$ cat src/rtl/rv_ctrl_pkg.sv
// Shared encodings for the multi-cycle RV32I control path: FSM states, opcodes,
// datapath select codes and the per-state Moore control word.
package rv_ctrl_pkg;

    typedef enum logic [3:0] {
        S_RESET, S_FETCH, S_DECODE, S_MEMADR, S_MEMREAD, S_MEMWB, S_MEMWRITE, S_EXECR,
        S_EXECI, S_ALUWB, S_BRANCH, S_JAL, S_JALR1, S_JALR2, S_LUI, S_HALT
    } state_t;

    localparam logic [6:0] OP_LW   = 7'b0000011;
    localparam logic [6:0] OP_SW   = 7'b0100011;
    localparam logic [6:0] OP_R    = 7'b0110011;
    localparam logic [6:0] OP_I    = 7'b0010011;
    localparam logic [6:0] OP_BR   = 7'b1100011;
    localparam logic [6:0] OP_JAL  = 7'b1101111;
    localparam logic [6:0] OP_JALR = 7'b1100111;
    localparam logic [6:0] OP_LUI  = 7'b0110111;

    localparam logic [1:0] ALUOP_ADD   = 2'b00;
    localparam logic [1:0] ALUOP_SUB   = 2'b01;
    localparam logic [1:0] ALUOP_FUNCT = 2'b10;

    localparam logic [2:0] ALU_ADD = 3'b000;
    localparam logic [2:0] ALU_SUB = 3'b001;
    localparam logic [2:0] ALU_AND = 3'b010;
    localparam logic [2:0] ALU_OR  = 3'b011;
    localparam logic [2:0] ALU_XOR = 3'b100;
    localparam logic [2:0] ALU_SLT = 3'b101;

    localparam logic [1:0] RES_ALUOUT = 2'b00;
    localparam logic [1:0] RES_DATA   = 2'b01;
    localparam logic [1:0] RES_ALURES = 2'b10;
    localparam logic [1:0] RES_IMM    = 2'b11;

    localparam logic [1:0] SRCA_PC    = 2'b00;
    localparam logic [1:0] SRCA_OLDPC = 2'b01;
    localparam logic [1:0] SRCA_RS1   = 2'b10;

    localparam logic [1:0] SRCB_RS2  = 2'b00;
    localparam logic [1:0] SRCB_IMM  = 2'b01;
    localparam logic [1:0] SRCB_FOUR = 2'b10;

    localparam logic [2:0] IMM_I = 3'b000;
    localparam logic [2:0] IMM_S = 3'b001;
    localparam logic [2:0] IMM_B = 3'b010;
    localparam logic [2:0] IMM_J = 3'b011;
    localparam logic [2:0] IMM_U = 3'b100;

    typedef struct packed {
        logic       pc_write;
        logic       adr_src;
        logic       mem_write;
        logic       ir_write;
        logic [1:0] result_src;
        logic [1:0] alu_src_a;
        logic [1:0] alu_src_b;
        logic [1:0] alu_op;
        logic       reg_write;
    } ctrl_t;

    // Moore control word for a state; BRANCH's PCWrite is added outside.
    function automatic ctrl_t state_ctrl(state_t s);
        ctrl_t c;
        c = '0;
        case (s)
            S_FETCH: begin
                c.ir_write   = 1'b1;
                c.pc_write   = 1'b1;
                c.result_src = RES_ALURES;
                c.alu_src_a  = SRCA_PC;
                c.alu_src_b  = SRCB_FOUR;
            end
            S_DECODE: begin
                c.alu_src_a = SRCA_OLDPC;
                c.alu_src_b = SRCB_IMM;
            end
            S_MEMADR, S_JALR1: begin
                c.alu_src_a = SRCA_RS1;
                c.alu_src_b = SRCB_IMM;
            end
            S_MEMREAD: c.adr_src = 1'b1;
            S_MEMWB: begin
                c.result_src = RES_DATA;
                c.reg_write  = 1'b1;
            end
            S_MEMWRITE: begin
                c.adr_src   = 1'b1;
                c.mem_write = 1'b1;
            end
            S_EXECR: begin
                c.alu_src_a = SRCA_RS1;
                c.alu_src_b = SRCB_RS2;
                c.alu_op    = ALUOP_FUNCT;
            end
            S_EXECI: begin
                c.alu_src_a = SRCA_RS1;
                c.alu_src_b = SRCB_IMM;
                c.alu_op    = ALUOP_FUNCT;
            end
            S_ALUWB: c.reg_write = 1'b1;
            S_BRANCH: begin
                c.alu_src_a = SRCA_RS1;
                c.alu_src_b = SRCB_RS2;
                c.alu_op    = ALUOP_SUB;
            end
            S_JAL, S_JALR2: begin
                c.alu_src_a = SRCA_OLDPC;
                c.alu_src_b = SRCB_FOUR;
                c.pc_write  = 1'b1;
            end
            S_LUI: begin
                c.result_src = RES_IMM;
                c.reg_write  = 1'b1;
            end
            default: c = '0;
        endcase
        return c;
    endfunction

endpackage

$ cat src/rtl/alu_decoder.sv
// Combinational ALU operation select from ALUOp and the instruction function fields.
module alu_decoder
    import rv_ctrl_pkg::*;
(
    input  logic [1:0] alu_op,
    input  logic [2:0] funct3,
    input  logic       funct7b5,
    input  logic       op5,
    output logic [2:0] alu_control
);

    always_comb begin
        // NOTE: default first so every path assigns alu_control and no latch is inferred.
        alu_control = ALU_ADD;
        case (alu_op)
            ALUOP_SUB: alu_control = ALU_SUB;
            ALUOP_FUNCT: begin
                case (funct3)
                    // op5 separates R-type from I-ALU: addi never subtracts.
                    3'b000:  alu_control = (op5 && funct7b5) ? ALU_SUB : ALU_ADD;
                    3'b010:  alu_control = ALU_SLT;
                    3'b100:  alu_control = ALU_XOR;
                    3'b110:  alu_control = ALU_OR;
                    3'b111:  alu_control = ALU_AND;
                    default: alu_control = ALU_ADD;
                endcase
            end
            default: alu_control = ALU_ADD;
        endcase
    end

endmodule

$ cat src/rtl/multicycle_controller.sv
// Main control FSM of the multi-cycle RV32I core: sequences the shared ALU, memory
// and result mux, with Moore outputs registered alongside the state.
module multicycle_controller
    import rv_ctrl_pkg::*;
#(
    parameter bit ILLEGAL_HALT = 1'b0
) (
    input  logic       clk,
    input  logic       rst,
    input  logic [6:0] op,
    input  logic [2:0] funct3,
    input  logic       funct7b5,
    input  logic       Zero,
    input  logic       Neg,
    output logic       PCWrite,
    output logic       AdrSrc,
    output logic       MemWrite,
    output logic       IRWrite,
    output logic [1:0] ResultSrc,
    output logic [1:0] ALUSrcA,
    output logic [1:0] ALUSrcB,
    output logic [2:0] ALUControl,
    output logic [2:0] ImmSrc,
    output logic       RegWrite,
    output logic       Illegal
);

    state_t state, next_state;
    ctrl_t  ctrl_q;
    logic   op_known;
    logic   taken;

    always_comb begin
        op_known = 1'b1;
        case (state)
            S_RESET:  next_state = S_FETCH;
            S_FETCH:  next_state = S_DECODE;
            S_DECODE: begin
                case (op)
                    OP_LW, OP_SW: next_state = S_MEMADR;
                    OP_R:         next_state = S_EXECR;
                    OP_I:         next_state = S_EXECI;
                    OP_BR:        next_state = S_BRANCH;
                    OP_JAL:       next_state = S_JAL;
                    OP_JALR:      next_state = S_JALR1;
                    OP_LUI:       next_state = S_LUI;
                    default: begin
                        op_known   = 1'b0;
                        next_state = ILLEGAL_HALT ? S_HALT : S_FETCH;
                    end
                endcase
            end
            S_MEMADR:  next_state = (op == OP_LW) ? S_MEMREAD : S_MEMWRITE;
            S_MEMREAD: next_state = S_MEMWB;
            S_EXECR, S_EXECI, S_JAL: next_state = S_ALUWB;
            S_JALR1:   next_state = S_JALR2;
            S_JALR2:   next_state = S_ALUWB;
            S_HALT:    next_state = S_HALT;
            default:   next_state = S_FETCH;
        endcase
    end

    // NOTE: the control word is computed for next_state and registered with it, so
    // outputs are glitch-free Moore values and the async reset clears them with the state.
    always_ff @(posedge clk or negedge rst) begin
        if (!rst) begin
            state  <= S_RESET;
            ctrl_q <= '0;
        end else begin
            state  <= next_state;
            ctrl_q <= state_ctrl(next_state);
        end
    end

    // Neg is the raw sign bit of rs1-rs2; overflow is deliberately ignored.
    always_comb begin
        case (funct3)
            3'b000:  taken = Zero;
            3'b001:  taken = !Zero;
            3'b100:  taken = Neg;
            3'b101:  taken = !Neg;
            default: taken = 1'b0;
        endcase
    end

    always_comb begin
        ImmSrc = IMM_I;
        if (state != S_RESET && state != S_HALT) begin
            case (op)
                OP_SW:   ImmSrc = IMM_S;
                OP_BR:   ImmSrc = IMM_B;
                OP_JAL:  ImmSrc = IMM_J;
                OP_LUI:  ImmSrc = IMM_U;
                default: ImmSrc = IMM_I;
            endcase
        end
    end

    alu_decoder u_alu_decoder (
        .alu_op      (ctrl_q.alu_op),
        .funct3      (funct3),
        .funct7b5    (funct7b5),
        .op5         (op[5]),
        .alu_control (ALUControl)
    );

    assign PCWrite   = ctrl_q.pc_write | ((state == S_BRANCH) & taken);
    assign AdrSrc    = ctrl_q.adr_src;
    assign MemWrite  = ctrl_q.mem_write;
    assign IRWrite   = ctrl_q.ir_write;
    assign ResultSrc = ctrl_q.result_src;
    assign ALUSrcA   = ctrl_q.alu_src_a;
    assign ALUSrcB   = ctrl_q.alu_src_b;
    assign RegWrite  = ctrl_q.reg_write;
    assign Illegal   = (state == S_DECODE) & !op_known;

endmodule
$ cat config.mk
export PLATFORM = sky130hd
export DESIGN_NAME = multicycle_controller
export DESIGN_NICKNAME = d
export VERILOG_FILES = /design/src/rtl/rv_ctrl_pkg.sv /design/src/rtl/alu_decoder.sv /design/src/rtl/multicycle_controller.sv
export SDC_FILE = /design/constraint.sdc
export NUM_CORES = 1
export LEC_CHECK = 0
export CORE_MARGIN = 2
export CORE_UTILIZATION = 52
export DETAILED_ROUTE_END_ITERATION = 8
export PLACE_DENSITY_LB_ADDON = 0.2
export SKIP_LAST_GASP = 1
export SYNTH_ARGS = -nofsm -noshare
export SYNTH_HDL_FRONTEND = slang
export SYNTH_SLANG_ARGS = --single-unit
$ cat constraint.sdc
create_clock -name clk -period 5.25 [get_ports clk]
set_input_delay 1.05 -clock clk [delete_from_list [all_inputs] [get_ports clk]]
set_output_delay 1.05 -clock clk [all_outputs]
set_load 0.01 [all_outputs]
Word level (Yosys, flattened, before mapping)
Index checks and enable logic that the tools add are counted.

Output and inout port bits: 18. Register bits after elaboration: 17. Logic and storage cells: 91. Memories: 0. Latch bits: 0. Memory bits (read-only): 0. Memory bits (writable): 0.

Bitwise operators: 3. Shifts and indexed selects: 0. Add/subtract/negate cells: 0. Magnitude comparators: 0. Equal/unequal tests: 42. Divide/modulo/power cells: 0. $mul: 0. Reduce and logical (&&, ||, !) cells: 17. Multiplexer cells: 19.

Operator list (count): $pmux W4 S7 (2); $eq A4 B4 Y1 const B (13); $eq A4 B3 Y1 const B (6); $eq A7 B6 Y1 const B (3); $eq A7 B7 Y1 const B (3); $pmux W4 S5 (1); $eq A4 B2 Y1 const B (4); $pmux W3 S5 (1); $eq A3 B3 Y1 const B (4); $pmux W3 S4 (1); $reduce_or A2 Y1 (5); $reduce_or A3 Y1 (3); $eq A4 B1 Y1 const B (2); $mux W1 (8); $reduce_or A8 Y1 (1); $eq A7 B2 Y1 const B (1); $eq A7 B5 Y1 const B (1); $pmux W2 S3 (1); $pmux W3 S2 (1); $ne A4 B4 Y1 const B (1); $pmux W1 S4 (1); $pmux W2 S2 (1); $reduce_bool A4 Y1 (1); $reduce_or A4 Y1 (1); 11 further kinds (15).

Depth between registers and ports, before layout
Depth in word-level cells: 7. Depth in mapped cells: 8. Depth with buffers taken out: 6.

By module
From an unflattened synthesis, not the netlist that was laid out.

Cell total of the unflattened synthesis: 127. Area, all modules: 1129.8 µm².

Modules (own cells, without submodules): multicycle_controller (cells each 115, instances 1, area an instance 1031.0 µm², sequential area each 425.4 µm²); alu_decoder (cells each 12, instances 1, area an instance 98.8 µm², sequential area each 0.0 µm²).

Worst setup path before layout
No wires, ideal clock.

Path kind: input-to-output. From: input port op[2]. To: output port ImmSrc[0]. Path slack: 2.299 ns. Arrival time: 1.901 ns. Buffers on the path: 1. Stages on the path: 3. Data required time: 4.200 ns. Cells stage by stage: buf_4 > or3_1 > a211oi_1.

Cells in the longest elaborated chain, start to end: 3. Elaborated cells between the ends (all ways): 6.

RTL lines: start, declared (RTL line multicycle_controller.sv:10) `input logic [6:0] op,`; $eq A7 B6 Y1 / $eq A7 B7 Y1 (equally long branches) (RTL line multicycle_controller.sv:89) `case (op)`; $pmux W3 S4 (*) (RTL line multicycle_controller.sv:89); $mux W3 (*) (RTL line multicycle_controller.sv:88) `if (state != S_RESET && state != S_HALT) begin`; end, declared (RTL line multicycle_controller.sv:23) `output logic [2:0] ImmSrc,`.

Mark *: on every way between the ends. The rest lies on a longest branch, timed or not.

Worst setup path in the final report
From: input port op[4]. To: output port Illegal.

Cells in the longest elaborated chain, start to end: 6. Elaborated cells between the ends (all ways): 13.

RTL lines: $eq A7 B2 Y1 (tied with other cells) (RTL line multicycle_controller.sv:39) `case (op)`; $reduce_or A8 Y1 (no line) (*); $mux W1 (*) (RTL line multicycle_controller.sv:39); $mux W1 (*) (RTL line multicycle_controller.sv:35) `case (state)`; $logic_not A1 Y1 (*) (RTL line multicycle_controller.sv:115) `assign Illegal = (state == S_DECODE) & !op_known;`; $and A1 B1 Y1 (*) (RTL line multicycle_controller.sv:115); end, declared (RTL line multicycle_controller.sv:25) `output logic Illegal`.

Marks and branches as above.

==> results.env <==
SETUP_VIOL=0
DRCVIOLATIONCOUNT=0
PORT-BUFFER-COUNT=32
TOTAL_LEAKAGE_POWER_nW=0.673
VIA_DENSITY=5.94
SYN_TO_FINAL_GROWTH_PCT=20.4
CTS.HTREE.LEVELS=1
FLOORPLAN.INITIALDENSITY=0.563
SYNTH_TOP_CELL_BY_AREA='sky130_fd_sc_hd__dfrtp_1'
FLOORPLAN.DIE.WIDTH_UM=53.7
WORST_CLOCK_SKEW_NS=0.00303
MIN_PERIOD_OVER_PERIOD=0.761
GRT_UTIL_ALL_LAYERS=0.213
FLOORPLAN.IO_PINS=33
GLOBAL_ROUTE.OVERFLOW_TOTAL=0
YS.FLOP_TYPE='sky130_fd_sc_hd__dfrtp_1'
CLASS_OF_THE_TIGHTEST_HOLD_OR_REMOVAL_CHECK='reg -> reg'
POST_SYNTH_INSTANCE_AREA_UM2=1280
CTS_SETUP_BUFFERS=0
SETUP_SLACK_NS=1.25
SYNTH.FF_LATCH_COUNT=17
DIEHEIGHT_UM=53.7
CP-START-KIND='input pin'
DRT_FIRST_PASS_ITERS=4
POWER_PER_UNIT_OF_STANDARD_CELL_AREA_nW_PER_UM2=485
CTS.REPORTEDPATHS.CLKPINSLEW_NS=0.10
LIST_OF_MOST_FREQUENT_POST_SYNTHESIS_CELLS='sky130_fd_sc_hd__dfrtp_1 (17), sky130_fd_sc_hd__nand2_1 (12), sky130_fd_sc_hd__buf_4 (9), sky130_fd_sc_hd__nor2_1 (9), sky130_fd_sc_hd__inv_1 (8)'
CTS.PATH.MAX_BUFFERS=2
HOLD_BUFFERS=0
GRT_START_MAX_NET_PINS=18
YOSYSSEQAREASHARE=0.332
SYNTH.TOP_CELL.AREA_SHARE=0.332
TIMING.SLEW.HEADROOM=0.509
WORST_PIN_SLEW_NS=0.734
RESULT_OF_THE_RUN='finished clean'
ROW_COUNT=17
PATH_MAX_FANOUT=11
TIMING_HOLD_VIOLATIONS_FINAL=0
NNETSFINAL=179
TIMING.FINAL.CRIT_PERIOD_NS=4.00
CLOCK_LATENCY_NS=0.29
GATE_COUNT_OF_THE_MAPPED_NETLIST=141
VIA_COUNT_OF_THE_FIRST_GLOBAL_ROUTING_PASS=1045
GRT_ANTENNA_BEFORE_REPAIR=0
CTS_INSERTED_BUFFERS=3
NUMBER_OF_ENABLE_FLIP_FLOP_CELLS_AFTER_SYNTHESIS=0
RSZ0062_AT_GRT='no'
SYNTH_AREA_PER_INST_UM2=9.10
TOTALWIRELENGTH_UM=2720
DP_HPWL_UM=2100
CTS_TREE='yes'
SETUP.WORST_PATH.END_CLASS='output port'
DRV.MAX_CAP_VIOLATION_COUNT=0
VDD.IR_DROP.WORST_mV=0.328
INITIALDRTVIOLATIONCOUNT=53
LAYOUT-DRIVE-GT1-SHARE=0.130
CRITPATHKIND='in -> out'
WORST_EP_ARRIVAL_TIME_NS=2.95
NUM_VIAS=1123
TIMING.FMAX_GHz=0.250
ASYNC_FLOP_SHARE=1.00
YOSYS.CELL_COUNT.TOP_TYPE='sky130_fd_sc_hd__dfrtp_1'
REQUIRED_NS=4.20
CLOCK_SINK_COUNT=17
CTS_RESIZED=0
POST_DRT_WL_PER_CELL_UM=14.4
ROUTE.ANTENNA.REMAINING_NETS=0
DETAILEDPLACE.WORSTSLACK_NS=1.27
GRT_FIRST_PASS_WIRELENGTH_UM=4500
CLK_ROOT_BUFFER_CELL='sky130_fd_sc_hd__clkbuf_4'
TNS_NS=0
FINALMAXSLEWVIOLATIONS=0
YS.WARNINGS.COUNT=0
SYNTHESIS.NETS=158
SYNTHDISTINCTLIBCELLS=49
ROUTABILITYCONGESTION=0.849
DIE-AREA_UM2=2880
SYNTH_TOP_CELLS_BY_AREA='sky130_fd_sc_hd__dfrtp_1 (33%), sky130_fd_sc_hd__buf_4 (5.3%), sky130_fd_sc_hd__nand2_1 (3.5%)'
REPORT.POWER.TOTAL_W=0.000748
CORE-AREA_UM2=2280
NUM_ANTENNA_CELLS=0
==> routing by layer <==
layer	part of all wire	vias up	track usage
met3	0.087	2	0.0361
met1	0.44	526	0.276
li1	-	541	-
met4	0.0051	0	0.0684
met5	0	-	0
met2	0.47	54	0.358
==> kinds of logic (layout without fill, tap and decap cells) <==
logic type,count (synthesis),after routing,share of synthesized area
buffers and inverters,24,44,0.118
and+or+nand+nor,63,63,0.304
muxes,1,1,0.00781
DFF,17,17,0.332
xor gates and xnor gates,5,5,0.0341
AOI/OAI and AO/OA,29,29,0.184
adders and majority gates,2,2,0.0195
==> critical path, cell delays in order <==
cell and delay (ns):
sky130_fd_sc_hd__clkdlybuf4s50_1 0.66, sky130_fd_sc_hd__nand2b_1 0.20, sky130_fd_sc_hd__a21oi_1 0.08, sky130_fd_sc_hd__a21oi_1 0.13, sky130_fd_sc_hd__o21ai_0 0.08, sky130_fd_sc_hd__a31oi_1 0.18, sky130_fd_sc_hd__clkdlybuf4s50_1 0.55
==> area by class of cell <==
type | count | area, µm²
Sequential cell | 17 | 425
Multi-Input combinational cell | 100 | 706
Clock inverter | 1 | 5.00
Tap cell | 28 | 35.0
Inverter | 8 | 30.0
Timing Repair Buffer | 32 | 320
Fill cell | 180 | 732
Clock buffer | 3 | 22.5
==> worst paths after layout <==
check	startpoint	end	slack, ns	cells past startpoint
min in group asynchronous	rst	AdrSrc	1.18	1
setup / recovery	op[4]	Illegal	1.25	7
max in group asynchronous	rst	IRWrite	3.60	1
hold / removal	state[0]	AdrSrc	0.77	2
hold reg to reg	state[0]	AdrSrc	0.77	2
setup reg to reg	state[2]	ALUSrcB[1]	3.18	6
==> layout by cell type (no fill, tap or decap), drive strengths merged, types with 3 or more instances in the layout <==
master         instances
and3                   3
o21ai                  4
nand3                  8
inv                    8
xnor2                  4
nand2b                 5
clkdlybuf4s50         32
nor2                  10
nor2b                  5
dfrtp                 17
a32o                   3
nand2                 12
a31oi                  3
a21oi                  6
clkbuf                 3
nor3                   5
==> metrics by stage <==
| step | utilization | hold WS [ns] | area (µm²) | cells |
|---|---|---|---|---|
| 6_report | 0.678 | 0.772 | 1540 | 189 |
| 5_1_grt | 0.678 | 0.842 | 1540 | 189 |
| 4_1_cts | 0.678 | 0.767 | 1540 | 189 |
| 3_5_place_dp | 0.666 | 0.756 | 1520 | 185 |
| 3_3_place_gp | 0.666 | 0.735 | 1520 | 185 |
| 2_1_floorplan | - | 0.643 | 1280 | 141 |
==> report_power, final <==
group | leakage (nW) | internal, W | switching, W | total, W
logic | 0.436 | 0.000205 | 0.000230 | 0.000435
clock network | 0.0177 | 0.0000283 | 0.0000413 | 0.0000696
registers | 0.219 | 0.000186 | 0.0000575 | 0.000243
==> state kept, by name, indices dropped and copies added (netlist names) <==
name	count
ALUSrcA	2
ALUSrcB	2
AdrSrc	1
IRWrite	1
MemWrite	1
RegWrite	1
ResultSrc	2
ctrl_q	3
state	4
No activity file was read; power rests on OpenSTA's default activity.
